===== src/rtl/uart_framer_pkg.sv =====
// Shared types for the UART frame transmitter: controller states, frame field
// selector and the default frame start marker.
package uart_framer_pkg;

    typedef enum logic [1:0] {
        ST_IDLE,
        ST_ISSUE,
        ST_WAIT
    } state_e;

    typedef enum logic [1:0] {
        FLD_SYNC,
        FLD_LEN,
        FLD_PAY,
        FLD_CSUM
    } field_e;

    localparam logic [7:0] DEFAULT_SYNC_BYTE = 8'hA5;

endpackage


===== src/rtl/uart_frame_checksum.sv =====
// Running XOR over the bytes of a frame; cleared at frame acceptance and
// updated once per acknowledged byte.
module uart_frame_checksum (
    input  logic       clk,
    input  logic       rst_n,
    input  logic       clr_i,
    input  logic       en_i,
    input  logic [7:0] data_i,
    output logic [7:0] acc_o
);

    logic [7:0] acc_q;

    always_ff @(posedge clk or negedge rst_n) begin
        if (!rst_n) begin
            acc_q <= 8'h00;
        end else if (clr_i) begin
            acc_q <= 8'h00;
        end else if (en_i) begin
            acc_q <= acc_q ^ data_i;
        end
    end

    assign acc_o = acc_q;

endmodule


===== src/rtl/uart_tx_framer.sv =====
// Frame transmitter: [SYNC][LEN] payload [CSUM], one byte per uart_tx
// handshake (tx_dv out, tx_done back), with length validation.
module uart_tx_framer
    import uart_framer_pkg::*;
#(
    parameter int unsigned MAX_BYTES   = 16,
    parameter int unsigned LEN_WIDTH   = 8,
    parameter bit          HEADER_EN   = 1'b1,
    parameter logic [7:0]  SYNC_BYTE   = DEFAULT_SYNC_BYTE,
    parameter bit          CHECKSUM_EN = 1'b1
) (
    input  logic                   CLK,
    input  logic                   RST_N,
    input  logic                   chunk_valid,
    input  logic [LEN_WIDTH-1:0]   chunk_length,
    input  logic [MAX_BYTES*8-1:0] chunk_bytes,
    output logic                   chunk_ready,
    output logic                   busy,
    output logic                   tx_dv,
    output logic [7:0]             tx_data,
    input  logic                   tx_done,
    output logic                   frame_done,
    output logic                   frame_error
);

    localparam field_e FIRST_FIELD = HEADER_EN ? FLD_SYNC : FLD_PAY;

    state_e                 state_q;
    field_e                 field_q;
    logic [LEN_WIDTH-1:0]   idx_q;
    logic [LEN_WIDTH-1:0]   len_q;
    logic [MAX_BYTES*8-1:0] bytes_q;
    logic                   ready_q;
    logic                   busy_q;
    logic                   tx_dv_q;
    logic [7:0]             tx_data_q;
    logic                   frame_done_q;
    logic                   frame_error_q;

    logic                   len_ok;
    logic                   csum_clr;
    logic                   csum_en;
    logic [7:0]             csum_acc;
    logic [7:0]             len_byte;
    logic [LEN_WIDTH-1:0]   nxt_idx;
    field_e                 adv_field_d;
    logic [LEN_WIDTH-1:0]   adv_idx_d;
    logic [7:0]             adv_data_d;
    logic                   adv_end_d;

    assign len_ok   = (chunk_length != '0) && (chunk_length <= LEN_WIDTH'(MAX_BYTES));
    assign len_byte = 8'(len_q);
    assign nxt_idx  = idx_q + LEN_WIDTH'(1);
    assign csum_clr = (state_q == ST_IDLE) && chunk_valid && len_ok;
    assign csum_en  = (state_q == ST_WAIT) && tx_done
                      && ((field_q == FLD_LEN) || (field_q == FLD_PAY));

    uart_frame_checksum u_checksum (
        .clk    (CLK),
        .rst_n  (RST_N),
        .clr_i  (csum_clr),
        .en_i   (csum_en),
        .data_i (tx_data_q),
        .acc_o  (csum_acc)
    );

    // The checksum byte is issued on the same edge the last payload byte is
    // folded in, so it is taken from the accumulator's next value.
    always_comb begin
        adv_field_d = field_q;
        adv_idx_d   = idx_q;
        adv_data_d  = tx_data_q;
        adv_end_d   = 1'b0;
        case (field_q)
            FLD_SYNC: begin
                adv_field_d = FLD_LEN;
                adv_data_d  = len_byte;
            end
            FLD_LEN: begin
                adv_field_d = FLD_PAY;
                adv_idx_d   = '0;
                adv_data_d  = bytes_q[7:0];
            end
            FLD_PAY: begin
                if (nxt_idx < len_q) begin
                    adv_idx_d  = nxt_idx;
                    adv_data_d = bytes_q[{nxt_idx, 3'b000} +: 8];
                end else if (CHECKSUM_EN) begin
                    adv_field_d = FLD_CSUM;
                    adv_data_d  = csum_acc ^ tx_data_q;
                end else begin
                    adv_end_d = 1'b1;
                end
            end
            default: adv_end_d = 1'b1;
        endcase
    end

    always_ff @(posedge CLK or negedge RST_N) begin
        if (!RST_N) begin
            state_q       <= ST_IDLE;
            field_q       <= FLD_SYNC;
            idx_q         <= '0;
            len_q         <= '0;
            bytes_q       <= '0;
            ready_q       <= 1'b1;
            busy_q        <= 1'b0;
            tx_dv_q       <= 1'b0;
            tx_data_q     <= 8'h00;
            frame_done_q  <= 1'b0;
            frame_error_q <= 1'b0;
        end else begin
            tx_dv_q       <= 1'b0;
            frame_done_q  <= 1'b0;
            frame_error_q <= 1'b0;
            case (state_q)
                ST_IDLE: begin
                    if (chunk_valid) begin
                        bytes_q <= chunk_bytes;
                        len_q   <= chunk_length;
                        if (!len_ok) begin
                            frame_error_q <= 1'b1;
                        end else begin
                            field_q   <= FIRST_FIELD;
                            idx_q     <= '0;
                            tx_data_q <= HEADER_EN ? SYNC_BYTE : chunk_bytes[7:0];
                            tx_dv_q   <= 1'b1;
                            ready_q   <= 1'b0;
                            busy_q    <= 1'b1;
                            state_q   <= ST_ISSUE;
                        end
                    end
                end
                ST_ISSUE: state_q <= ST_WAIT;
                ST_WAIT: begin
                    if (tx_done) begin
                        if (adv_end_d) begin
                            frame_done_q <= 1'b1;
                            ready_q      <= 1'b1;
                            busy_q       <= 1'b0;
                            state_q      <= ST_IDLE;
                        end else begin
                            field_q   <= adv_field_d;
                            idx_q     <= adv_idx_d;
                            tx_data_q <= adv_data_d;
                            tx_dv_q   <= 1'b1;
                            state_q   <= ST_ISSUE;
                        end
                    end
                end
                default: state_q <= ST_IDLE;
            endcase
        end
    end

    assign chunk_ready = ready_q;
    assign busy        = busy_q;
    assign tx_dv       = tx_dv_q;
    assign tx_data     = tx_data_q;
    assign frame_done  = frame_done_q;
    assign frame_error = frame_error_q;

endmodule


===== config.mk =====
export PLATFORM = sky130hd
export DESIGN_NAME = uart_tx_framer
export DESIGN_NICKNAME = d
export VERILOG_FILES = /design/src/rtl/uart_framer_pkg.sv /design/src/rtl/uart_frame_checksum.sv /design/src/rtl/uart_tx_framer.sv
export SDC_FILE = /design/constraint.sdc
export NUM_CORES = 1
export LEC_CHECK = 0
export BUFFER_PORTS_ARGS = -buffer_cell sky130_fd_sc_hd__buf_2
export CAP_MARGIN = 40
export CORE_MARGIN = 2
export CORE_UTILIZATION = 35
export DETAILED_ROUTE_END_ITERATION = 12
export HOLD_SLACK_MARGIN = 0.08
export PLACE_DENSITY = 0.62
export SYNTH_ARGS = -nofsm -noshare
export SYNTH_HDL_FRONTEND = slang
export SYNTH_SLANG_ARGS = --single-unit

===== constraint.sdc =====
create_clock -name CLK -period 3.2 [get_ports CLK]
set_input_delay 0.8 -clock CLK [delete_from_list [all_inputs] [get_ports CLK]]
set_output_delay 0.8 -clock CLK [all_outputs]
set_load 0.02 [all_outputs]

* Yosys cells after proc, flatten, opt, wreduce, memory -nomap -nowiden
Cells that the tools add are included.
** Word-level totals
- Register bits :: 169
- Bits in latches :: 0
- Bits in writable memories :: 0
- Memory bits (read-only) :: 0
- Input port bits :: 140
- Logic and storage cells :: 97
- Memories kept :: 0
** Operators by class
- Add/subtract/negate cells :: 1
- $mul :: 0
- Divide/modulo/power cells :: 0
- $lt $le $gt $ge :: 2
- Equal/unequal tests :: 13
- Shift operators :: 1
- Mux-type cells :: 49
- Bitwise gates (word level) :: 1
- Reductions and logical operators :: 18
** Operator list (number)
- indexed part select 128 x 12 -> 8 bit :: 1
- two-way mux 8 bit :: 12
- one-hot mux 8 bit (2 select lines) :: 3
- one-hot mux 8 bit (3 select lines) :: 1
- two-way mux 1 bit :: 19
- two-way mux 2 bit :: 8
- AND reduction 7 bit :: 2
- one-hot mux 2 bit (3 select lines) :: 2
- inequality test 2 bit, second input constant :: 5
- adder 8 x 1 -> 8 bit, second input constant :: 1
- less-or-equal comparator 8 x 5 -> 1 bit, second input constant :: 1
- less-than comparator 8 bit :: 1
- nonzero test 8 bit :: 1
- XOR 8 bit :: 1
- one-hot mux 1 bit (2 select lines) :: 3
- AND reduction 6 bit :: 1
- logical AND 1 bit :: 5
- AND reduction 5 bit :: 1
- equality test 2 x 1 -> 1 bit, second input constant :: 2
- equality test 2 bit, second input constant :: 2
- logical NOT 2 bit :: 2
- inequality test 4 x 1 -> 1 bit, second input constant :: 1
- one-hot mux 2 bit (2 select lines) :: 1
- nonzero test 2 bit :: 2
- 7 further kinds :: 7

* Depth between registers and ports, before layout
Gate-level depths: netlist of the first run.
- Word-level depth :: 7
- Depth in mapped cells :: 15
- Depth with buffers taken out :: 11

* Modules after synthesis
Synthesis of the first run repeated with hierarchy kept, for this count alone.
** Second synthesis, totals
- Cell total of the unflattened synthesis :: 875
- Area, all modules :: 8232.9 um^2
** By module, submodules not included
- uart_tx_framer :: times used 1, cells each 840, area each 7826.3 um^2
- uart_frame_checksum :: times used 1, cells each 35, area each 406.6 um^2

* Worst setup path after synthesis of the first run
Ideal clock, no wire load.
- Path type :: register to register
- From :: register idx_q[1]
- To :: register idx_q[2]
- Library setup time :: 0.119 ns
- Data arrival time :: 3.381 ns
- Path slack :: -0.299 ns
- Cell stages (with the launch flop) :: 13
- Path buffers :: 2
- Period minus slack after synthesis :: 3.499 ns
- Cell sequence :: dfrtp_1 -> ha_1 -> xnor2_1 -> inv_1 -> ha_1 -> a211o_1 -> a31o_1 -> a211o_1 -> buf_6 -> and2_4 -> buf_6 -> o41a_4 -> o21a_1
** On the way
- Word-level cells in the longest chain between the ends :: 6
- Elaborated cells between the ends (all ways) :: 9
** RTL lines
- start, declared :: RTL line uart_tx_framer.sv:30 : logic [LEN_WIDTH-1:0] idx_q;
- start signal, assigned :: RTL line uart_tx_framer.sv:144 : idx_q <= adv_idx_d;
- adder 8 x 1 -> 8 bit (*) :: RTL line uart_tx_framer.sv:53 : assign nxt_idx = idx_q + LEN_WIDTH'(1);
- parallel branches: the longest is 5 deep, another holds less-than comparator 8 bit
Mark *: on every way between the ends. The select of a mux whose other input is x is not followed.
A chain may end at the register's enable or synchronous reset.

* Final worst setup path of the first run
- From :: register idx_q[1]
- To :: register idx_q[3]
The elaborated chain is that of the path after synthesis.

==> reports/results.ini, run 1 <==
[timing]
fin_crit_sh = 0.929
finalHoldViolCount = 0
setup-tns-final_ns = 0
setup_viol = 0
max_freq_ghz = 0.336
worst_pin_slew_ns = 0.725
holdWs_ns = 0.287
min_period_ns = 2.97
finClkSkew_ns = 0.0164
rsz0062_at_grt = false
relSlewSlack = 0.517
timing.final.max_slew_violations = 0

[critical_path]
end_kind = register
cpMostUsedCell = ha_1
path_buf_inv = 0
crit_family = compound AO/OA/AOI/OAI gates
required_ns = 3.52
critPathMaxFanout = 6
cp_slowest_cell = dfrtp_1
path_cells = ha_1 -> and3_1 -> nand3_1 -> xnor2_1 -> ha_1 -> o21ai_0 -> nor2_1 -> a211o_1 -> and2_4 -> o41a_4 -> a22o_1
path_class = reg -> reg
crit_path_start_kind = register
cp.arrival_ns = 3.29
max_stage_delay_ns = 0.41

[global_routing]
grt_max_degree = 65
grt_pass1_vias = 5603
grt_antenna_before_repair = 11
overflow = 0
grt_pass1_wl_mm = 31.4
grtUsageTotal = 0.171

[power]
peakVddDrop_mv = 0.335
power_leakage_uw = 0.00435
powerDensity_nw_per_um2 = 909

[route]
viasPerCell = 5.10
wl_per_cell_um = 19.0
drt_pre_antenna_iters = 5
drt_iter0_markers = 258
vias = 5245
ant_nets = 0
routed_wl_mm = 19.6
drc_errors = 0

[final_layout]
multi_input_area_um2 = 3630
layout_commonest_cell = dfrtp_1
fillers = 2084
drive_gt1_frac = 0.516
nets = 878
final_cell_mix = dfrtp_1, buf_2, mux2_2
area_growth_pct = 22.4
seqCellArea_um2 = 4230

[die]
io_pins = 153
start_util = 0.356
core_area_um2 = 22600
die_w_um = 156
dieArea_um2 = 24200
std_cell_rows = 55
fp.dieH_um = 156

[job]
maxCapViolCount = 0

[clock_tree]
htreeDepth = 4
hold_buffers = 0
cts_root_buf = clkbuf_16
post_cts_resize_count = 0
cts.sinks = 169
cts_tree = done
cts_setup_buffers = 0
numCtsBuffers = 17
clock_latency_ns = 0.44
path_clk_slew_ns = 0.08
cts.path.max_buffers = 2

[logic_synthesis]
avgSynthCellArea_um2 = 14.0
yosys_warnings = 0
synth-seq-cells = 169
synth_top_area_frac = 0.523
ys_types = 45
synthTopCellsByArea = dfrtp_1, mux2_2, mux4_2
syn_nets = 728
synth_largest_area_cell = dfrtp_1
synth_ff_type = dfrtp_1
yosysSeqAreaShare = 0.526
synthCells = 576
async_flop_share = 1.00
synth_area_um2 = 8040
synth_edf_count = 0

[placed_design]
place_congestion = 0.819
dp_hpwl_mm = 14.1
portBuffers = 152

[min_path]
min_path_type = in -> async

[outcome]
outcome = finished clean

[power by group]
group	internal, µW	total (µW)	switching, µW
clock	1150	2150	1000
sequential	2950	3450	495
combinational	1790	3350	1560
total	5880	8940	3050
[registers in the layout, summed over array words and instances (netlist names)]
signal	count
state_q	2
bytes_q	128
u_checksum.acc_o	8
chunk_ready	1
busy	1
idx_q	8
frame_error	1
field_q	2
len_byte	8
frame_done	1
tx_data	8
tx_dv	1
[worst register-to-register path: stages (launching register included)]
cell	delay, ns
dfrtp_1	0.41
ha_1	0.33
and3_1	0.22
nand3_1	0.10
xnor2_1	0.23
ha_1	0.29
o21ai_0	0.17
nor2_1	0.06
a211o_1	0.27
and2_4	0.20
o41a_4	0.39
a22o_1	0.20
[layout make-up]
| type | instances | area share |
|---|---|---|
| Antenna cell | 5 | 0.00127 |
| Clock buffer | 18 | 0.0447 |
| Clock inverter | 14 | 0.0184 |
| Inverter | 17 | 0.00649 |
| Multi-Input combinational cell | 353 | 0.369 |
| Sequential cell | 169 | 0.430 |
| Tap cell | 285 | 0.0363 |
| Timing Repair Buffer | 168 | 0.0940 |
[cell families (layout without fill, tap and decap cells)]
logic type / after synthesis / in the layout / share of synthesized area
AO/OA/AOI/OAI: 64 / 64 / 0.0556
XOR/XNOR: 24 / 24 / 0.0262
buffers and inverters: 54 / 217 / 0.0288
AND/OR/NAND/NOR: 82 / 82 / 0.0469
multiplexers: 171 / 171 / 0.297
flip-flops: 169 / 169 / 0.526
adder cells (fa/ha/maj): 12 / 12 / 0.0187
other: 0 / 5 / 0
[synthesized netlist by cell type (5+ instances only)]
cell type  count
nor2_1        23
xnor2_1        7
a31oi_1        6
buf_2          8
mux4_2        36
o22ai_1        5
ha_1          12
a21oi_1       11
inv_1         17
o21ai_0       14
mux2_2       130
nand2_1       32
xor2_1        17
or3_1          5
clkbuf_1      26
dfrtp_1      168
[per-stage QoR]
| stage | instances | power, µW | setup WS, ns | area, µm² | utilization |
|---|---|---|---|---|---|
| 5_1_grt | 1027 | 9510 | 0.0297 | 9830 | 0.436 |
| 4_1_cts | 1024 | 9060 | 0.214 | 9820 | 0.435 |
| 3_3_place_gp | 992 | 6810 | 0.315 | 9200 | 0.407 |
| 3_5_place_dp | 992 | 6870 | 0.225 | 9200 | 0.407 |
| 6_report | 1029 | 8940 | 0.227 | 9840 | 0.436 |
| 2_1_floorplan | 576 | 5830 | 0.00202 | 8080 | - |
[path summary, 6_finish.rpt]
kind | startpoint | slack [ns] | end | cells after the start
max | idx_q[1] | 0.23 | idx_q[3] | 11
min | RST_N | 0.29 | bytes_q[113] | 1
max reg2reg | idx_q[1] | 0.23 | idx_q[3] | 11
min reg2reg | bytes_q[9] | 0.50 | bytes_q[9] | 1
max in group asynchronous | RST_N | 2.11 | chunk_ready | 2
min in group CLK | bytes_q[9] | 0.50 | bytes_q[9] | 1
[metal layers]
layer / track usage / up-vias / part of all wire
met5: 0 / - / 0.0032
met1: 0.234 / 2622 / 0.45
li1: - / 2427 / -
met2: 0.261 / 160 / 0.46
met3: 0.0610 / 26 / 0.077
met4: 0.0446 / 10 / 0.0081
Note: power is estimated with default switching activity, not from simulation.
==> run 2: changes to the inputs <==
CORE_MARGIN = default   (was 2)
PLACE_DENSITY = 0.6   (was 0.62)
clock period = 3.8 ns   (was 3.2 ns; I/O delays follow)
==> run 2 against run 1 <==
Effect of this change: clock skew shrank 0.0046 ns; clock-buffer cell count is the same; routed wire length shrank 1.1%; critical path depth shrank 1; sequential power shrank 16%; critical path type unchanged; maximum frequency shrank 3.9%; total power shrank 17%; global-route usage grew 0.33 points.
==> reports/results.ini, run 2 (synthesized netlist as in run 1, its figures left out) <==
[clock_tree]
htreeDepth = 4  ; unchanged
clock_latency_ns = 0.44  ; about the same
hold_buffers = 0  ; unchanged
cts_setup_buffers = 0  ; unchanged
cts_tree = done  ; unchanged
path_clk_slew_ns = 0.07  ; was 0.08 ns
numCtsBuffers = 17  ; unchanged
cts.sinks = 169  ; unchanged
post_cts_resize_count = 0  ; unchanged
cts_root_buf = clkbuf_16  ; unchanged
cts.path.max_buffers = 2  ; unchanged

[route]
drt_iter0_markers = 283  ; was 258
viasPerCell = 5.08  ; was 5.10
drc_errors = 0  ; unchanged
vias = 5194  ; was 5245
ant_nets = 0  ; unchanged
routed_wl_mm = 19.3  ; was 19.6 mm
drt_pre_antenna_iters = 4  ; was 5
wl_per_cell_um = 18.9  ; was 19.0 µm

[timing]
relSlewSlack = 0.405  ; was 0.517
max_freq_ghz = 0.323  ; was 0.336 GHz
setup-tns-final_ns = 0  ; unchanged
timing.final.max_slew_violations = 0  ; unchanged
rsz0062_at_grt = false  ; unchanged
worst_pin_slew_ns = 0.892  ; was 0.725 ns
finalHoldViolCount = 0  ; unchanged
finClkSkew_ns = 0.0118  ; was 0.0164 ns
min_period_ns = 3.09  ; was 2.97 ns
fin_crit_sh = 0.814  ; was 0.929
setup_viol = 0  ; unchanged

[critical_path]
cp_slowest_cell = nor4_1  ; was dfrtp_1
max_stage_delay_ns = 0.64  ; was 0.41 ns
path_cells = ha_1 -> and3_1 -> nand3_1 -> xnor2_1 -> ha_1 -> o21ai_0 -> nor2_1 -> a211o_1 -> nor4_1 -> a31o_2  ; was ha_1 -> and3_1 -> nand3_1 -> xnor2_1 -> ha_1 -> o21ai_0 -> nor2_1 -> a211o_1 -> and2_4 -> o41a_4 -> a22o_1
crit_path_start_kind = register  ; unchanged
crit_family = simple AND/OR/NAND/NOR gates  ; was compound AO/OA/AOI/OAI gates
path_class = reg -> reg  ; unchanged
required_ns = 4.17  ; was 3.52 ns
critPathMaxFanout = 10  ; was 6
path_buf_inv = 0  ; unchanged
cpMostUsedCell = ha_1  ; unchanged
cp.arrival_ns = 3.46  ; was 3.29 ns
end_kind = register  ; unchanged

[final_layout]
seqCellArea_um2 = 4230  ; unchanged
top_register = bytes_q  ; unchanged
drive_gt1_frac = 0.506  ; was 0.516
area_growth_pct = 20.8  ; was 22.4%
largest_reg_flops = 128  ; unchanged
final_cell_mix = dfrtp_1, buf_2, mux2_2  ; unchanged
layout_commonest_cell = dfrtp_1  ; unchanged
multi_input_area_um2 = 3580  ; was 3630 µm²
nets = 872  ; was 878
fillers = 2108  ; was 2084

[global_routing]
grt_pass1_vias = 5425  ; was 5603
overflow = 0  ; unchanged
grt_max_degree = 142  ; was 65
grtUsageTotal = 0.175  ; was 0.171
grt_pass1_wl_mm = 31.1  ; was 31.4 mm
grt_antenna_before_repair = 4  ; was 11

[placed_design]
portBuffers = 152  ; unchanged
place_congestion = 0.823  ; was 0.819
dp_hpwl_mm = 13.8  ; was 14.1 mm

[die]
core_area_um2 = 22600  ; unchanged
io_pins = 153  ; unchanged
fp.dieH_um = 154  ; was 156 µm
dieArea_um2 = 23600  ; was 24200 µm²
std_cell_rows = 55  ; unchanged
die_w_um = 154  ; was 156 µm
start_util = 0.356  ; unchanged

[min_path]
min_path_type = reg -> reg  ; was in -> async

[power]
power_leakage_uw = 0.00430  ; was 0.00435 µW
powerDensity_nw_per_um2 = 766  ; was 909 nW/µm²
peakVddDrop_mv = 0.286  ; was 0.335 mV
finalPower_uw = 7430  ; was 8940 µW

[outcome]
outcome = finished clean  ; unchanged

[job]
maxCapViolCount = 0  ; unchanged

## run 2: cell type report
type	count	share of cell area
antenna	4	0.00103
sequential	169	0.436
tap	285	0.0367
multi-input combinational	353	0.369
timing repair buffer	162	0.0894
clock inverter	14	0.0162
inverter	17	0.00658
clock buffer	18	0.0453
## run 2: worst paths after layout
path,start,depth (start not counted),slack (ns),to
max,idx_q[1],10,0.71,tx_data[3]
min,bytes_q[97],1,0.50,bytes_q[97]
max reg2reg,idx_q[1],10,0.71,tx_data[3]
min reg2reg,bytes_q[97],1,0.50,bytes_q[97]
max in group asynchronous,RST_N,2,2.49,idx_q[0]
min in group asynchronous,RST_N,1,0.54,u_checksum.acc_o[6]
## run 2: per-stage QoR
step / utilization / instances / worst slack, ns / instance area (µm²) / hold WS [ns]
3_3_place_gp: 0.403 / 986 / 0.766 / 9100 / 0.485
2_1_floorplan: - / 576 / 0.301 / 8040 / 0.475
6_report: 0.430 / 1022 / 0.708 / 9700 / 0.504
3_5_place_dp: 0.403 / 986 / 0.713 / 9100 / 0.490
5_1_grt: 0.430 / 1019 / 0.378 / 9700 / 0.517
4_1_cts: 0.429 / 1018 / 0.701 / 9690 / 0.507
## run 2: where the power goes
part	internal (µW)	leakage, µW	switching [µW]
Combinational	1490	0.00200	1300
Clock	898	0.000290	840
Sequential	2480	0.00201	420
Total	4880	0.00430	2560
## run 2: per-layer routing
layer  wire length (µm)  track usage  vias to the layer above
met1               8940        0.244                     2620
met2               8780        0.260                      150
li1                   -            -                     2413
met4                163       0.0481                        0
met3               1460       0.0581                       11
met5                  0            0                        -
==> run 3: changes to the inputs <==
ABC_AREA = 1   (was default)
PLACE_DENSITY = 0.59   (was 0.6)
clock period = 2.9 ns   (was 3.8 ns; I/O delays follow)
==> run 3 against run 2 <==
Effect of this change: sequential share of layout area is 2.8 points lower; synthesized cell count rose by 93%; via count grew 43%; clock-buffer cell count grew 1; clock skew down 0.0027 ns; non-clock buffer count increased by 15; setup slack worse by 0.49 ns; hold slack worse by 0.25 ns; register-to-register slack worse by 0.49 ns; die area grew 6.3%; first-iteration DRC count rose by 56%; critical endpoint is now idx_q[3]; largest cell class unchanged.
==> reports/results.ini, run 3 <==
[outcome]
outcome = finished clean  ; unchanged

[global_routing]
grt_pass1_wl_mm = 38.1  ; was 31.1 mm
grtUsageTotal = 0.199  ; was 0.175
grt_antenna_before_repair = 0  ; was 4
overflow = 0  ; unchanged
grt_pass1_vias = 7349  ; was 5425
grt_max_degree = 87  ; was 142

[logic_synthesis]
synth_ff_type = dfrtp_1  ; unchanged
async_flop_share = 1.00  ; unchanged
synth_top_cells_by_count = nand2_1, dfrtp_1, o21ai_0  ; was dfrtp_1, mux2_2, mux4_2
synthCells = 1109  ; was 576
avgSynthCellArea_um2 = 7.71  ; was 14.0 µm²
syn_nets = 1261  ; was 728
synth_largest_area_cell = dfrtp_1  ; unchanged
yosysSeqAreaShare = 0.495  ; was 0.526
synth_area_um2 = 8550  ; was 8040 µm²
synthTopCellsByArea = dfrtp_1, nand2_1, o21ai_0  ; was dfrtp_1, mux2_2, mux4_2
synth-seq-cells = 169  ; unchanged
synth_edf_count = 0  ; unchanged
synth_top_area_frac = 0.492  ; was 0.523
ys_types = 35  ; was 45
yosysMostFrequentCell = nand2_1  ; was dfrtp_1
yosys_warnings = 0  ; unchanged

[clock_tree]
htreeDepth = 4  ; unchanged
hold_buffers = 0  ; unchanged
cts_tree = done  ; unchanged
cts.sinks = 169  ; unchanged
clock_latency_ns = 0.43  ; was 0.44 ns
numCtsBuffers = 17  ; unchanged
path_clk_slew_ns = 0.07  ; about the same
cts_root_buf = clkbuf_16  ; unchanged
cts.path.max_buffers = 2  ; unchanged

[die]
start_util = 0.361  ; was 0.356
die_w_um = 158  ; was 154 µm
dieArea_um2 = 25000  ; was 23600 µm²
io_pins = 153  ; unchanged
core_area_um2 = 23700  ; was 22600 µm²
fp.dieH_um = 158  ; was 154 µm
std_cell_rows = 56  ; was 55

[min_path]
min_path_type = in -> async  ; was reg -> reg

[route]
vias = 7453  ; was 5194
routed_wl_mm = 23.1  ; was 19.3 mm
drt_iter0_markers = 442  ; was 283
drt_pre_antenna_iters = 5  ; was 4
drc_errors = 0  ; unchanged
ant_nets = 0  ; unchanged
wl_per_cell_um = 14.6  ; was 18.9 µm
viasPerCell = 4.72  ; was 5.08

[critical_path]
path_class = reg -> reg  ; unchanged
cp.arrival_ns = 2.99  ; was 3.46 ns
required_ns = 3.21  ; was 4.17 ns
path_buf_inv = 3  ; was 0
cp_slowest_cell = dfrtp_1  ; was nor4_1
crit_family = simple AND/OR/NAND/NOR gates  ; unchanged
crit_path_start_kind = register  ; unchanged
critPathMaxFanout = 5  ; was 10
path_cells = nand3_2 -> nor2_4 -> nand3_2 -> nor2_1 -> xor2_1 -> inv_1 -> ha_1 -> nand2_1 -> nor2_1 -> nor3_1 -> nand2_2 -> inv_2 -> nor3_1 -> nor2_2 -> buf_4 -> o22ai_1  ; was ha_1 -> and3_1 -> nand3_1 -> xnor2_1 -> ha_1 -> o21ai_0 -> nor2_1 -> a211o_1 -> nor4_1 -> a31o_2
end_kind = register  ; unchanged
max_stage_delay_ns = 0.44  ; was 0.64 ns

[power]
peakVddDrop_mv = 0.373  ; was 0.286 mV
powerDensity_nw_per_um2 = 967  ; was 766 nW/µm²
power_leakage_uw = 0.00540  ; was 0.00430 µW

[timing]
finalHoldViolCount = 0  ; unchanged
rsz0062_at_grt = false  ; unchanged
max_freq_ghz = 0.373  ; was 0.323 GHz
setup_viol = 0  ; unchanged
min_period_ns = 2.68  ; was 3.09 ns
setup-tns-final_ns = 0  ; unchanged
relSlewSlack = 0.618  ; was 0.405
fin_crit_sh = 0.926  ; was 0.814
worst_pin_slew_ns = 0.573  ; was 0.892 ns
holdWs_ns = 0.255  ; was 0.504 ns
finClkSkew_ns = 0.00908  ; was 0.0118 ns
timing.final.max_slew_violations = 0  ; unchanged

[final_layout]
stdcell_area_um2 = 10400  ; was 9700 µm²
layout_commonest_cell = nand2_1  ; was dfrtp_1
drive_gt1_frac = 0.195  ; was 0.506
instances_no_fill = 1580  ; was 1022
nets = 1400  ; was 872
n_antenna_cell = 0  ; was 4
largest_reg_flops = 128  ; unchanged
multi_input_area_um2 = 3560  ; was 3580 µm²
seqCellArea_um2 = 4230  ; unchanged
fillers = 2529  ; was 2108
top_register = bytes_q  ; unchanged
area_growth_pct = 21.2  ; was 20.8%
final_cell_mix = nand2_1, dfrtp_1, buf_2  ; was dfrtp_1, buf_2, mux2_2

[job]
maxCapViolCount = 0  ; unchanged

[placed_design]
dp.cells = 1544  ; was 986
portBuffers = 152  ; unchanged
placed_area_um2 = 9620  ; was 9100 µm²
dp_hpwl_mm = 16.8  ; was 13.8 mm
place_congestion = 0.923  ; was 0.823

## run 3: cell count changes in the layout (fill, tap and decap cells not counted), moves of 7 or more
cell,delta
nor2_1,+13
a21oi_1,+23
xor2_1,-14
o21ai_0,+114
nand3_2,+7
mux4_2,-36
nand2_1,+373
o21ai_1,+10
nand3_1,+71
buf_4,+13
inv_1,+99
mux2_2,-130
## run 3: power by group
group | switching [µW] | internal (µW)
combinational | 2290 | 1180
sequential | 477 | 3410
clock | 986 | 1670
## run 3: final timing paths
path                              start  slack, ns      endpoint  cells past startpoint
setup reg to reg               idx_q[1]       0.22      idx_q[3]                     16
hold reg to reg            bytes_q[124]       0.47  bytes_q[124]                      2
max in group asynchronous         RST_N       1.89   chunk_ready                      2
min in group CLK           bytes_q[124]       0.47  bytes_q[124]                      2
hold / removal                    RST_N       0.26  bytes_q[112]                      1
setup / recovery               idx_q[1]       0.22      idx_q[3]                     16
## run 3: logic make-up (layout without fill, tap and decap cells)
| group | after synthesis | after routing | synth area share |
|---|---|---|---|
| compound gates | 188 | 188 | 0.114 |
| xor+xnor | 13 | 13 | 0.0151 |
| simple gates | 545 | 545 | 0.266 |
| flops | 169 | 169 | 0.495 |
| fa+ha+maj | 12 | 12 | 0.0176 |
| buf+inv | 182 | 334 | 0.0918 |
## run 3: layer usage
metal	track usage	up-vias	share of wire
met5	0	-	0
met4	0.0591	0	0.014
met3	0.0367	27	0.048
met2	0.308	176	0.45
met1	0.283	3489	0.49
li1	-	3761	-
## run 3: layout make-up
type,count,share of cell area
Tap cell,319,0.0385
Clock inverter,13,0.0229
Clock buffer,19,0.0437
Timing Repair Buffer,177,0.0970
Inverter,125,0.0458
Multi-Input combinational cell,758,0.344
Sequential cell,169,0.409
## run 3: metrics by stage
stage          power (µW)  setup WS [ns]   util
2_1_floorplan        6270          0.364      -
3_5_place_dp         7370          0.125  0.406
4_1_cts             10100         0.0949  0.435
5_1_grt             10900         0.0149  0.437
6_report            10000          0.216  0.437
3_3_place_gp         7310          0.170  0.406
## run 3: worst reg2reg max path: cells and delay by family (launching register included)
kind / cells / cell delay, ns
adder cells (fa/ha/maj): 1 / 0.28
AO/OA/AOI/OAI: 1 / 0.06
flip-flops: 1 / 0.44
buffers and inverters: 3 / 0.32
XOR/XNOR: 1 / 0.22
AND/OR/NAND/NOR: 10 / 1.26
## run 3: what timing repair did
item,CTS,global route
buffers inserted,0,4
gates resized for setup,0,3
setup endpoints to repair,0,15
